===== src/rtl/id_stage_pkg.sv =====
// Shared decode definitions for the ID stage: opcodes, ALU encodings, field
// positions, control bundle and halt FSM states.
package id_stage_pkg;

  localparam int DW   = 8;
  localparam int NREG = 4;
  localparam int IW   = 16;

  localparam int OPC_HI = 15;
  localparam int OPC_LO = 12;
  localparam int RS1_HI = 11;
  localparam int RS1_LO = 10;
  localparam int RS2_HI = 9;
  localparam int RS2_LO = 8;
  localparam int IMM_HI = 7;
  localparam int IMM_LO = 0;

  localparam logic [3:0] OP_NOP  = 4'h0;
  localparam logic [3:0] OP_ADD  = 4'h1;
  localparam logic [3:0] OP_SUB  = 4'h2;
  localparam logic [3:0] OP_AND  = 4'h3;
  localparam logic [3:0] OP_OR   = 4'h4;
  localparam logic [3:0] OP_ADDI = 4'h5;
  localparam logic [3:0] OP_LD   = 4'h6;
  localparam logic [3:0] OP_ST   = 4'h7;
  localparam logic [3:0] OP_MOV  = 4'h8;
  localparam logic [3:0] OP_JMP  = 4'h9;
  localparam logic [3:0] OP_BZ   = 4'hA;
  localparam logic [3:0] OP_BN   = 4'hB;
  localparam logic [3:0] OP_HLT  = 4'hF;

  typedef enum logic [2:0] {
    ALU_ADD  = 3'd0,
    ALU_SUB  = 3'd1,
    ALU_AND  = 3'd2,
    ALU_OR   = 3'd3,
    ALU_PASS = 3'd4
  } alu_op_e;

  typedef struct packed {
    alu_op_e alu_op;
    logic    alu_src;
    logic    mem_read;
    logic    mem_write;
    logic    mem_to_reg;
    logic    r2_to_rd;
    logic    reg_write;
    logic    jump;
    logic    branch_zero;
    logic    branch_neg;
    logic    halt;
    logic    use_rs1;
    logic    use_rs2;
  } ctrl_t;

  typedef enum logic {
    ST_RUN    = 1'b0,
    ST_HALTED = 1'b1
  } halt_state_e;

  function automatic logic src_hit(
    input ctrl_t      c,
    input logic [1:0] rd,
    input logic [1:0] rs1,
    input logic [1:0] rs2
  );
    return (c.use_rs1 && (rd == rs1)) ||
           (c.use_rs2 && (rd == rs2));
  endfunction

endpackage


===== src/rtl/id_decoder.sv =====
// Pure combinational opcode decoder: control bundle plus source-usage flags.
// Unlisted opcodes decode as NOP.
module id_decoder
  import id_stage_pkg::*;
(
  input  logic [3:0] opcode_i,
  output ctrl_t      ctrl_o
);

  always_comb begin
    ctrl_o = '0;
    ctrl_o.alu_op = ALU_ADD;
    unique case (1'b1)
      (opcode_i == OP_ADD): begin
        ctrl_o.reg_write = 1'b1;
        ctrl_o.use_rs1   = 1'b1;
        ctrl_o.use_rs2   = 1'b1;
      end
      (opcode_i == OP_SUB): begin
        ctrl_o.alu_op    = ALU_SUB;
        ctrl_o.reg_write = 1'b1;
        ctrl_o.use_rs1   = 1'b1;
        ctrl_o.use_rs2   = 1'b1;
      end
      (opcode_i == OP_AND): begin
        ctrl_o.alu_op    = ALU_AND;
        ctrl_o.reg_write = 1'b1;
        ctrl_o.use_rs1   = 1'b1;
        ctrl_o.use_rs2   = 1'b1;
      end
      (opcode_i == OP_OR): begin
        ctrl_o.alu_op    = ALU_OR;
        ctrl_o.reg_write = 1'b1;
        ctrl_o.use_rs1   = 1'b1;
        ctrl_o.use_rs2   = 1'b1;
      end
      (opcode_i == OP_ADDI): begin
        ctrl_o.alu_src   = 1'b1;
        ctrl_o.reg_write = 1'b1;
        ctrl_o.use_rs1   = 1'b1;
      end
      // Load address is rs1 + imm; rd shares the rs1 field.
      (opcode_i == OP_LD): begin
        ctrl_o.alu_src    = 1'b1;
        ctrl_o.mem_read   = 1'b1;
        ctrl_o.mem_to_reg = 1'b1;
        ctrl_o.reg_write  = 1'b1;
        ctrl_o.use_rs1    = 1'b1;
      end
      (opcode_i == OP_ST): begin
        ctrl_o.alu_src   = 1'b1;
        ctrl_o.mem_write = 1'b1;
        ctrl_o.use_rs1   = 1'b1;
        ctrl_o.use_rs2   = 1'b1;
      end
      (opcode_i == OP_MOV): begin
        ctrl_o.alu_op    = ALU_PASS;
        ctrl_o.r2_to_rd  = 1'b1;
        ctrl_o.reg_write = 1'b1;
        ctrl_o.use_rs2   = 1'b1;
      end
      (opcode_i == OP_JMP): begin
        ctrl_o.jump = 1'b1;
      end
      (opcode_i == OP_BZ): begin
        ctrl_o.alu_op      = ALU_PASS;
        ctrl_o.branch_zero = 1'b1;
        ctrl_o.use_rs1     = 1'b1;
      end
      (opcode_i == OP_BN): begin
        ctrl_o.alu_op     = ALU_PASS;
        ctrl_o.branch_neg = 1'b1;
        ctrl_o.use_rs1    = 1'b1;
      end
      (opcode_i == OP_HLT): begin
        ctrl_o.halt = 1'b1;
      end
      default: ;
    endcase
  end

endmodule


===== src/rtl/id_stage.sv =====
// Decode stage: regfile, load-use/WB hazard stall, redirect flush, halt FSM.
// Define WB_BYPASS_EN to forward same-cycle WB writes to regfile reads.
module id_stage
  import id_stage_pkg::*;
#(
  parameter int NREG_P = NREG,
  parameter int DW_P   = DW
) (
  input  logic            clk,
  input  logic            reset,
  input  logic [IW-1:0]   IF_ID_instr,
  input  logic [DW_P-1:0] IF_ID_PC_plus_1,
  input  logic            IF_ID_valid,
  input  logic            EX_mem_read,
  input  logic [1:0]      EX_rd,
  input  logic            EX_redirect,
  input  logic            WB_reg_write,
  input  logic [1:0]      WB_rd,
  input  logic [DW_P-1:0] WB_data,
  output logic [DW_P-1:0] ID_PC_plus_1,
  output logic [DW_P-1:0] ID_reg_data_1,
  output logic [DW_P-1:0] ID_reg_data_2,
  output logic [DW_P-1:0] ID_imm,
  output logic [1:0]      ID_rd,
  output logic [2:0]      ID_alu_op,
  output logic            ID_alu_src,
  output logic            ID_mem_read,
  output logic            ID_mem_write,
  output logic            ID_mem_to_reg,
  output logic            ID_r2_to_rd,
  output logic            ID_reg_write,
  output logic            ID_jump,
  output logic            ID_branch_zero,
  output logic            ID_branch_neg,
  output logic            ID_halt,
  output logic            stall,
  output logic            halted
);

  logic [3:0]      opcode;
  logic [1:0]      rs1;
  logic [1:0]      rs2;
  ctrl_t           ctrl;
  logic [DW_P-1:0] rf_q [NREG_P];
  logic [DW_P-1:0] rd1;
  logic [DW_P-1:0] rd2;
  logic            lu_hz;
  logic            wb_hz;
  logic            bubble;
  halt_state_e     state_q;
  halt_state_e     state_d;

  assign opcode = IF_ID_instr[OPC_HI:OPC_LO];
  assign rs1    = IF_ID_instr[RS1_HI:RS1_LO];
  assign rs2    = IF_ID_instr[RS2_HI:RS2_LO];

  id_decoder u_dec (
    .opcode_i (opcode),
    .ctrl_o   (ctrl)
  );

  always_ff @(posedge clk or negedge reset) begin
    if (!reset) begin
      for (int i = 0; i < NREG_P; i++) rf_q[i] <= '0;
    end else if (WB_reg_write) begin
      rf_q[WB_rd] <= WB_data;
    end
  end

`ifdef WB_BYPASS_EN
  assign rd1 = (WB_reg_write && (WB_rd == rs1)) ? WB_data : rf_q[rs1];
  assign rd2 = (WB_reg_write && (WB_rd == rs2)) ? WB_data : rf_q[rs2];
  assign wb_hz = 1'b0;
`else
  assign rd1 = rf_q[rs1];
  assign rd2 = rf_q[rs2];
  // Without forwarding, wait one cycle for the write to land.
  assign wb_hz = WB_reg_write && src_hit(ctrl, WB_rd, rs1, rs2);
`endif

  assign lu_hz = EX_mem_read && src_hit(ctrl, EX_rd, rs1, rs2);

  assign halted = (state_q == ST_HALTED);

  assign stall = reset &&
                 (halted ||
                  (IF_ID_valid && !EX_redirect && (lu_hz || wb_hz)));

  assign bubble = !reset || !IF_ID_valid || stall ||
                  EX_redirect || halted;

  always_ff @(posedge clk or negedge reset) begin
    if (!reset) state_q <= ST_RUN;
    else        state_q <= state_d;
  end

  always_comb begin
    state_d = state_q;
    unique case (state_q)
      ST_RUN:    if (!bubble && ctrl.halt) state_d = ST_HALTED;
      ST_HALTED: state_d = ST_HALTED;
      default:   state_d = ST_RUN;
    endcase
  end

  always_comb begin
    ID_PC_plus_1   = '0;
    ID_reg_data_1  = '0;
    ID_reg_data_2  = '0;
    ID_imm         = '0;
    ID_rd          = '0;
    ID_alu_op      = '0;
    ID_alu_src     = 1'b0;
    ID_mem_read    = 1'b0;
    ID_mem_write   = 1'b0;
    ID_mem_to_reg  = 1'b0;
    ID_r2_to_rd    = 1'b0;
    ID_reg_write   = 1'b0;
    ID_jump        = 1'b0;
    ID_branch_zero = 1'b0;
    ID_branch_neg  = 1'b0;
    ID_halt        = 1'b0;
    if (!bubble) begin
      ID_PC_plus_1   = IF_ID_PC_plus_1;
      ID_reg_data_1  = rd1;
      ID_reg_data_2  = rd2;
      ID_imm         = IF_ID_instr[IMM_HI:IMM_LO];
      ID_rd          = rs1;
      ID_alu_op      = ctrl.alu_op;
      ID_alu_src     = ctrl.alu_src;
      ID_mem_read    = ctrl.mem_read;
      ID_mem_write   = ctrl.mem_write;
      ID_mem_to_reg  = ctrl.mem_to_reg;
      ID_r2_to_rd    = ctrl.r2_to_rd;
      ID_reg_write   = ctrl.reg_write;
      ID_jump        = ctrl.jump;
      ID_branch_zero = ctrl.branch_zero;
      ID_branch_neg  = ctrl.branch_neg;
      ID_halt        = ctrl.halt;
    end
  end

endmodule


===== config.mk =====
export PLATFORM = sky130hd
export DESIGN_NAME = id_stage
export DESIGN_NICKNAME = d
export VERILOG_FILES = /design/src/rtl/id_stage_pkg.sv /design/src/rtl/id_decoder.sv /design/src/rtl/id_stage.sv
export SDC_FILE = /design/constraint.sdc
export NUM_CORES = 1
export LEC_CHECK = 0
export ABC_AREA = 1
export CORE_ASPECT_RATIO = 1.2
export CORE_MARGIN = 2
export CORE_UTILIZATION = 45
export CTS_CLUSTER_SIZE = 10
export DETAILED_ROUTE_END_ITERATION = 8
export HOLD_SLACK_MARGIN = 0.08
export PLACE_DENSITY = 0.82
export SLEW_MARGIN = 20
export SYNTH_ARGS = -nofsm -noshare
export SYNTH_HDL_FRONTEND = slang
export SYNTH_SLANG_ARGS = --single-unit

===== constraint.sdc =====
create_clock -name clk -period 2.04 [get_ports clk]
set_input_delay 0.408 -clock clk [delete_from_list [all_inputs] [get_ports clk]]
set_output_delay 0.408 -clock clk [all_outputs]
set_load 0.005 [all_outputs]

==> Yosys cells after proc, flatten, opt, wreduce, memory -nomap -nowiden <==
Index checks and enable logic that the tools add are counted.
{ "op_classes": {"order_cmp": 4, "eq_ne": 16, "mux": 38, "n_bitwise": 4, "reduce_logical": 28} }
{ "op_table": {"columns": ["cell", "n"], "rows": [
  ["2-to-1 mux 8 bit", 9],
  ["binary-select mux 8 bit (select 2 bit)", 2],
  ["bitwise mux 32 bit", 1],
  ["2-to-1 mux 1 bit", 21],
  ["== test 4 bit, second input constant", 5],
  ["demux 8 bit (select 2 bit)", 1],
  ["== test 4 x 3 -> 1 bit, second input constant", 4],
  ["case mux 3 bit (4 select lines)", 1],
  ["logical AND 1 bit", 11],
  ["greater-or-equal comparator 3 bit, second input constant", 3],
  ["inverter 2 -> 3 bit", 3],
  ["OR reduction 9 bit", 1],
  ["== test 2 bit", 4],
  ["== test 4 x 2 -> 1 bit, second input constant", 2],
  ["logical OR 1 bit", 8],
  ["OR reduction 7 bit", 1],
  ["OR reduction 3 bit", 2],
  ["OR reduction 6 bit", 1],
  ["== test 4 x 1 -> 1 bit, second input constant", 1],
  ["zero test 1 bit", 4],
  ["less-than comparator 3 x 1 -> 1 bit, second input constant", 1],
  ["2-to-1 mux 3 bit", 1],
  ["2-to-1 mux 2 bit", 1],
  ["case mux 1 bit (2 select lines)", 1],
  ["inverter 1 bit", 1]
]} }
{ "word_totals": {"regBits": 33, "output_inout_bits": 49} }

==> Logic depth before layout (Yosys ltp) <==
{ "logic_depth": {"depth_word": 17, "depth_mapped": 13, "ltp_nobuf": 11} }

==> By module <==
From an unflattened synthesis, not the netlist that was laid out.
{ "unflattened": {"hier_cells": 395, "hier_area_um2": 2507.4} }
{ "modules_own_cells": {"columns": ["module", "n_inst", "cells_each", "area_per_inst_um2", "seq_area_each_um2"], "rows": [
  ["id_stage", 1, 354, 2344.7, 825.8],
  ["id_decoder", 1, 41, 162.7, 0.0]
]} }

==> Worst setup path before layout <==
OpenSTA, ideal clock, no wires.
{ "synth_timing": {"path_type": "input-to-output", "start": "in IF_ID_instr[8]", "end": "out ID_mem_to_reg", "arrival_ns": 1.556, "setup_slack_ns": 0.076, "cell_stages": 12, "n_path_buf": 3, "cell_sequence": "buf_2 inv_2 a21oi_1 nand3_1 nand2_1 nand2_1 nand2_1 nand2_2 nand3_4 buf_8 nor2_2 buf_4"} }
{ "synth_via": {"elab_chain_len": 12, "elab_cells_between_ends": 16, "classes_between": "eq/ne (2); mux (1); reduce/logical (13)"} }
{ "synth_lines": {"columns": ["element", "line", "rtl"], "rows": [
  ["start: declaration", "id_stage.sv:11", "input logic [IW-1:0] IF_ID_instr,"],
  ["== test 2 bit", "id_stage_pkg.sv:68", "(c.use_rs2 && (rd == rs2));"],
  ["logical AND 1 bit", "id_stage_pkg.sv:68", null],
  ["logical OR 1 bit", "id_stage_pkg.sv:67", "return (c.use_rs1 && (rd == rs1)) ||"],
  ["logical AND 1 bit, on equally long branches", "id_stage.sv:81, id_stage.sv:78", null],
  ["logical OR 1 bit (*)", "id_stage.sv:87", "(IF_ID_valid && !EX_redirect && (lu_hz || wb_hz)));"],
  ["logical AND 1 bit (*)", "id_stage.sv:87", null],
  ["logical OR 1 bit (*)", "id_stage.sv:86", "(halted ||"],
  ["logical AND 1 bit (*)", "id_stage.sv:85", "assign stall = reset &&"],
  ["logical OR 1 bit (*) (2 in a row)", "id_stage.sv:89", "assign bubble = !reset || !IF_ID_valid || stall ||"],
  ["logical OR 1 bit (*)", "id_stage.sv:90", "EX_redirect || halted;"],
  ["2-to-1 mux 1 bit (*)", null, null],
  ["end: declaration", "id_stage.sv:29", "output logic ID_mem_to_reg,"]
]} }
Mark *: on every way between the ends. The rest lies on a longest branch, timed or not.

==> Final worst setup path <==
{ "layout_timing": {"start": "in IF_ID_instr[13]", "end": "out ID_reg_data_2[6]"} }
{ "layout_via": {"elab_chain_len": 14, "elab_cells_between_ends": 30, "classes_between": "eq/ne (10); mux (3); reduce/logical (17)"} }
{ "layout_lines": {"columns": ["element", "line", "rtl"], "rows": [
  ["== test 4 bit, or another cell as far along", "id_decoder.sv:70", "(opcode_i == OP_BN): begin"],
  ["OR reduction 9 bit (no source line) or OR reduction 6 bit (tied branches)", null, null],
  ["2-to-1 mux 1 bit", "id_decoder.sv:13", "unique case (1'b1)"],
  ["logical AND 1 bit, on equally long branches", "id_stage_pkg.sv:67, id_stage_pkg.sv:68", null],
  ["logical OR 1 bit", "id_stage_pkg.sv:67", null],
  ["logical AND 1 bit, on equally long branches", "id_stage.sv:81, id_stage.sv:78", null],
  ["logical OR 1 bit (*)", "id_stage.sv:87", null],
  ["logical AND 1 bit (*)", "id_stage.sv:87", null],
  ["logical OR 1 bit (*)", "id_stage.sv:86", null],
  ["logical AND 1 bit (*)", "id_stage.sv:85", null],
  ["logical OR 1 bit (*) (2 in a row)", "id_stage.sv:89", null],
  ["logical OR 1 bit (*)", "id_stage.sv:90", null],
  ["2-to-1 mux 8 bit (*)", "id_stage.sv:123", "if (!bubble) begin"],
  ["end: declaration", "id_stage.sv:22", "output logic [DW_P-1:0] ID_reg_data_2,"]
]} }
Marks and branches as above.

==> flow_metrics.py <==
metrics = {
    "run_status": {
        "outcome": "complete, but fails checks",
        "violations": "negative setup slack",
    },
    "clock_network": {
        "path_clk_slew_ps": 70,
        "h-tree-depth": 2,
        "clock-sinks": 33,
        "cts-root-buf": "clkbuf_8",
        "clock_latency_ps": 290,
        "numCtsBuffers": 5,
        "clk_path_buf_depth": 2,
        "cts_tree": "yes",
    },
    "critical_path": {
        "worstSetupStartpointType": "input pin",
        "cp.required_ps": 1630,
        "crit_type": "input pin to primary output",
        "cp_max_fo": 6,
        "path_buf_inv": 5,
        "crit_path_max_incr_delay_ps": 170,
        "cp_data_arrival_time_ps": 1750,
        "crit_path_cell_trace": "buf_8, inv_2, nor2_2, nand2_2, nand2_2, nor2_2, nand2_1, nand2_1, nand2_1, nand2_2, nand3_4, buf_12, clkbuf_16, nor2_2, buf_2",
        "critical_path.top_delay_family": "simple AND/OR/NAND/NOR gates",
        "slowest_stage": "clkbuf_16",
        "endpoint_kind": "primary output",
    },
    "route": {
        "ant_nets": 0,
        "drtIter0Drc": 185,
        "wl_met2_mm": 4.29,
        "met1_length_mm": 3.13,
        "drc_errors": 0,
        "top_layer": "met4",
        "wl_mm": 8.32,
        "detailedRoute.firstPassIterationCount": 5,
        "vias_per_cell": 5.18,
        "vias": 2966,
        "drt-wirelength-per-cell_um": 14.5,
        "wl_met3_um": 614,
    },
    "worst_hold_path": {
        "hp-class": "input pin to async pin",
    },
    "floorplanning": {
        "core_area_um2": 5190,
        "pin_count": 91,
        "num_rows": 29,
        "die_width_um": 70.4,
        "dieArea_um2": 5890,
        "die_y_um": 83.6,
        "start_util_pct": 45.8,
    },
    "global_routing": {
        "grt_pass1_wl_mm": 12.8,
        "grt_pass1_vias": 2868,
        "grt_usage_pct": 27.0,
        "antenna_found_initial": 0,
        "grt_overflow": 0,
        "grt_max_degree": 34,
    },
    "placed_design": {
        "placed_area_um2": 3470,
        "portBuffers": 90,
        "gp_congestion": 0.929,
        "dp_hpwl_mm": 4.99,
    },
    "synth": {
        "syn_nets": 422,
        "synth-main-ff-cell": "dfrtp_1",
        "synth.area.top_cells": "dfrtp_1, nand2_1, o21ai_0",
        "ys_ff_latch": 33,
        "netlist.area_leader.share_pct": 34.7,
        "synth_area_um2": 2380,
        "ys_async_sr_fraction_pct": 100,
        "synth_warnings": 0,
        "synth_enable_flop_cells": 0,
        "yosys-top-cells-count": "nand2_1, inv_1, o21ai_0",
        "yosysMostFrequentCell": "nand2_1",
        "syn_avg_cell_area_um2": 6.26,
        "syn_inst": 380,
        "yosysSeqAreaShare_pct": 34.7,
        "synth_area_leader_cell": "dfrtp_1",
        "ys_types": 22,
    },
    "sta": {
        "fin_crit_ps": 2150,
        "rsz0062_at_grt": "true",
        "hold_viol": 0,
        "worst_pin_slew_ps": 499,
        "setup_viol": 47,
        "report.final.slew_viol_count": 0,
        "timing.slew.headroom_pct": 66.7,
        "fin_ws_ps": -113,
        "finalCritPeriodShare_pct": 106,
        "setup_tns_ps": -3820,
        "clock-skew-final_ps": 0,
        "fmax_ghz": 0.464,
    },
    "final_layout": {
        "multi_input_area_um2": 1500,
        "stdcell_area_um2": 3950,
        "n_antenna_cell": 0,
        "num-fill-cells": 379,
        "register_area_um2": 826,
        "syn2layout_area_growth_pct": 65.9,
        "finalNetCount": 552,
        "layout-drive-gt1-share_pct": 38.4,
    },
    "power_and_ir_drop": {
        "vdd.ir_drop.worst_mv": 1.04,
        "p_leak_nw": 2.05,
        "pwr_density_cell_nw_per_um2": 504,
    },
    "run": {
        "max_cap_violations": 0,
    },
}
## placed cells by master, fill, tap and decap left out, types with 2 or more instances in the layout
master,instances
buf_4,38
clkdlybuf4s50_1,25
dfrtp_1,33
nand2_1,104
nand3_1,22
dlygate4sd2_1,3
buf_6,8
clkbuf_8,6
nor2_4,31
nor2_2,19
buf_12,7
inv_2,11
a21oi_2,3
o21ai_0,50
buf_2,51
inv_1,45
clkbuf_16,3
nor2_1,8
nand2_2,7
clkbuf_2,3
xnor2_1,2
a21oi_1,18
nand4_1,2
## layer usage
metal,vias up,track usage (%)
met4,0,13.3
met3,26,4.95
li1,1440,-
met5,-,0
met1,1362,31.7
met2,138,46.7
## through the flow
stage               instances  power [mW]  setup slack (ps)  hold WS (ps)  util, %
global placement          541        1.27              -805           467     66.8
finish                    573        1.99              -113           364     76.0
CTS                       567        1.94              -153           374     70.2
global route              573        2.11              -244           402     76.0
detailed placement        541        1.30              -833           474     66.8
floorplan                 380        1.09              76.1           112        -
## layout make-up
type | instances | area share (%)
inverters | 57 | 5.61
clock inverters | 1 | 0.761
multi-input cells | 271 | 38.1
flip-flops and latches | 33 | 20.9
clock buffers | 7 | 2.19
well taps | 62 | 1.97
repair buffers | 142 | 30.4
## flip-flops by register name, indices dropped and copies added, names as in the netlist
| signal | cells |
|---|---|
| halted | 1 |
| rf_q | 32 |
## kinds of logic (layout without fill, tap and decap cells)
family                 after synthesis  in the layout  share of synthesized area [%]
XOR/XNOR                             2              2                          0.737
AO/OA/AOI/OAI                       72             72                           15.3
buffers and inverters               76            207                           14.3
AND/OR/NAND/NOR                    197            197                           34.9
flip-flops                          33             33                           34.7
## worst paths after layout
check | start | end | slack [ps] | depth (start not counted)
worst max-delay path | IF_ID_instr[13] | ID_reg_data_2[6] | -110 | 15
worst min-delay path | reset | rf_q[2] | 360 | 2
worst max register to register | halted | halted | 980 | 5
worst min register to register | rf_q[8] | rf_q[8] | 490 | 2
max in group asynchronous | reset | rf_q[8] | 1370 | 2
min in group clk | rf_q[8] | rf_q[8] | 490 | 2
## repair_timing
action                                  in CTS  in global routing
buffers inserted                            16                  4
pin swaps                                   12                 16
gates resized for setup                    267                 90
gates cloned                                 2                  3
hold buffers                                 0                  0
endpoints found under the setup margin      48                 48
## power by group
part / switching (mW) / leakage [nW] / total, mW / internal (mW)
sequential: 0.0756 / 0.408 / 0.832 / 0.756
clock: 0.227 / 0.0585 / 0.625 / 0.398
combinational: 0.302 / 1.58 / 0.531 / 0.230
total: 0.605 / 2.05 / 1.99 / 1.38
Note: power is estimated with default switching activity, not from simulation.
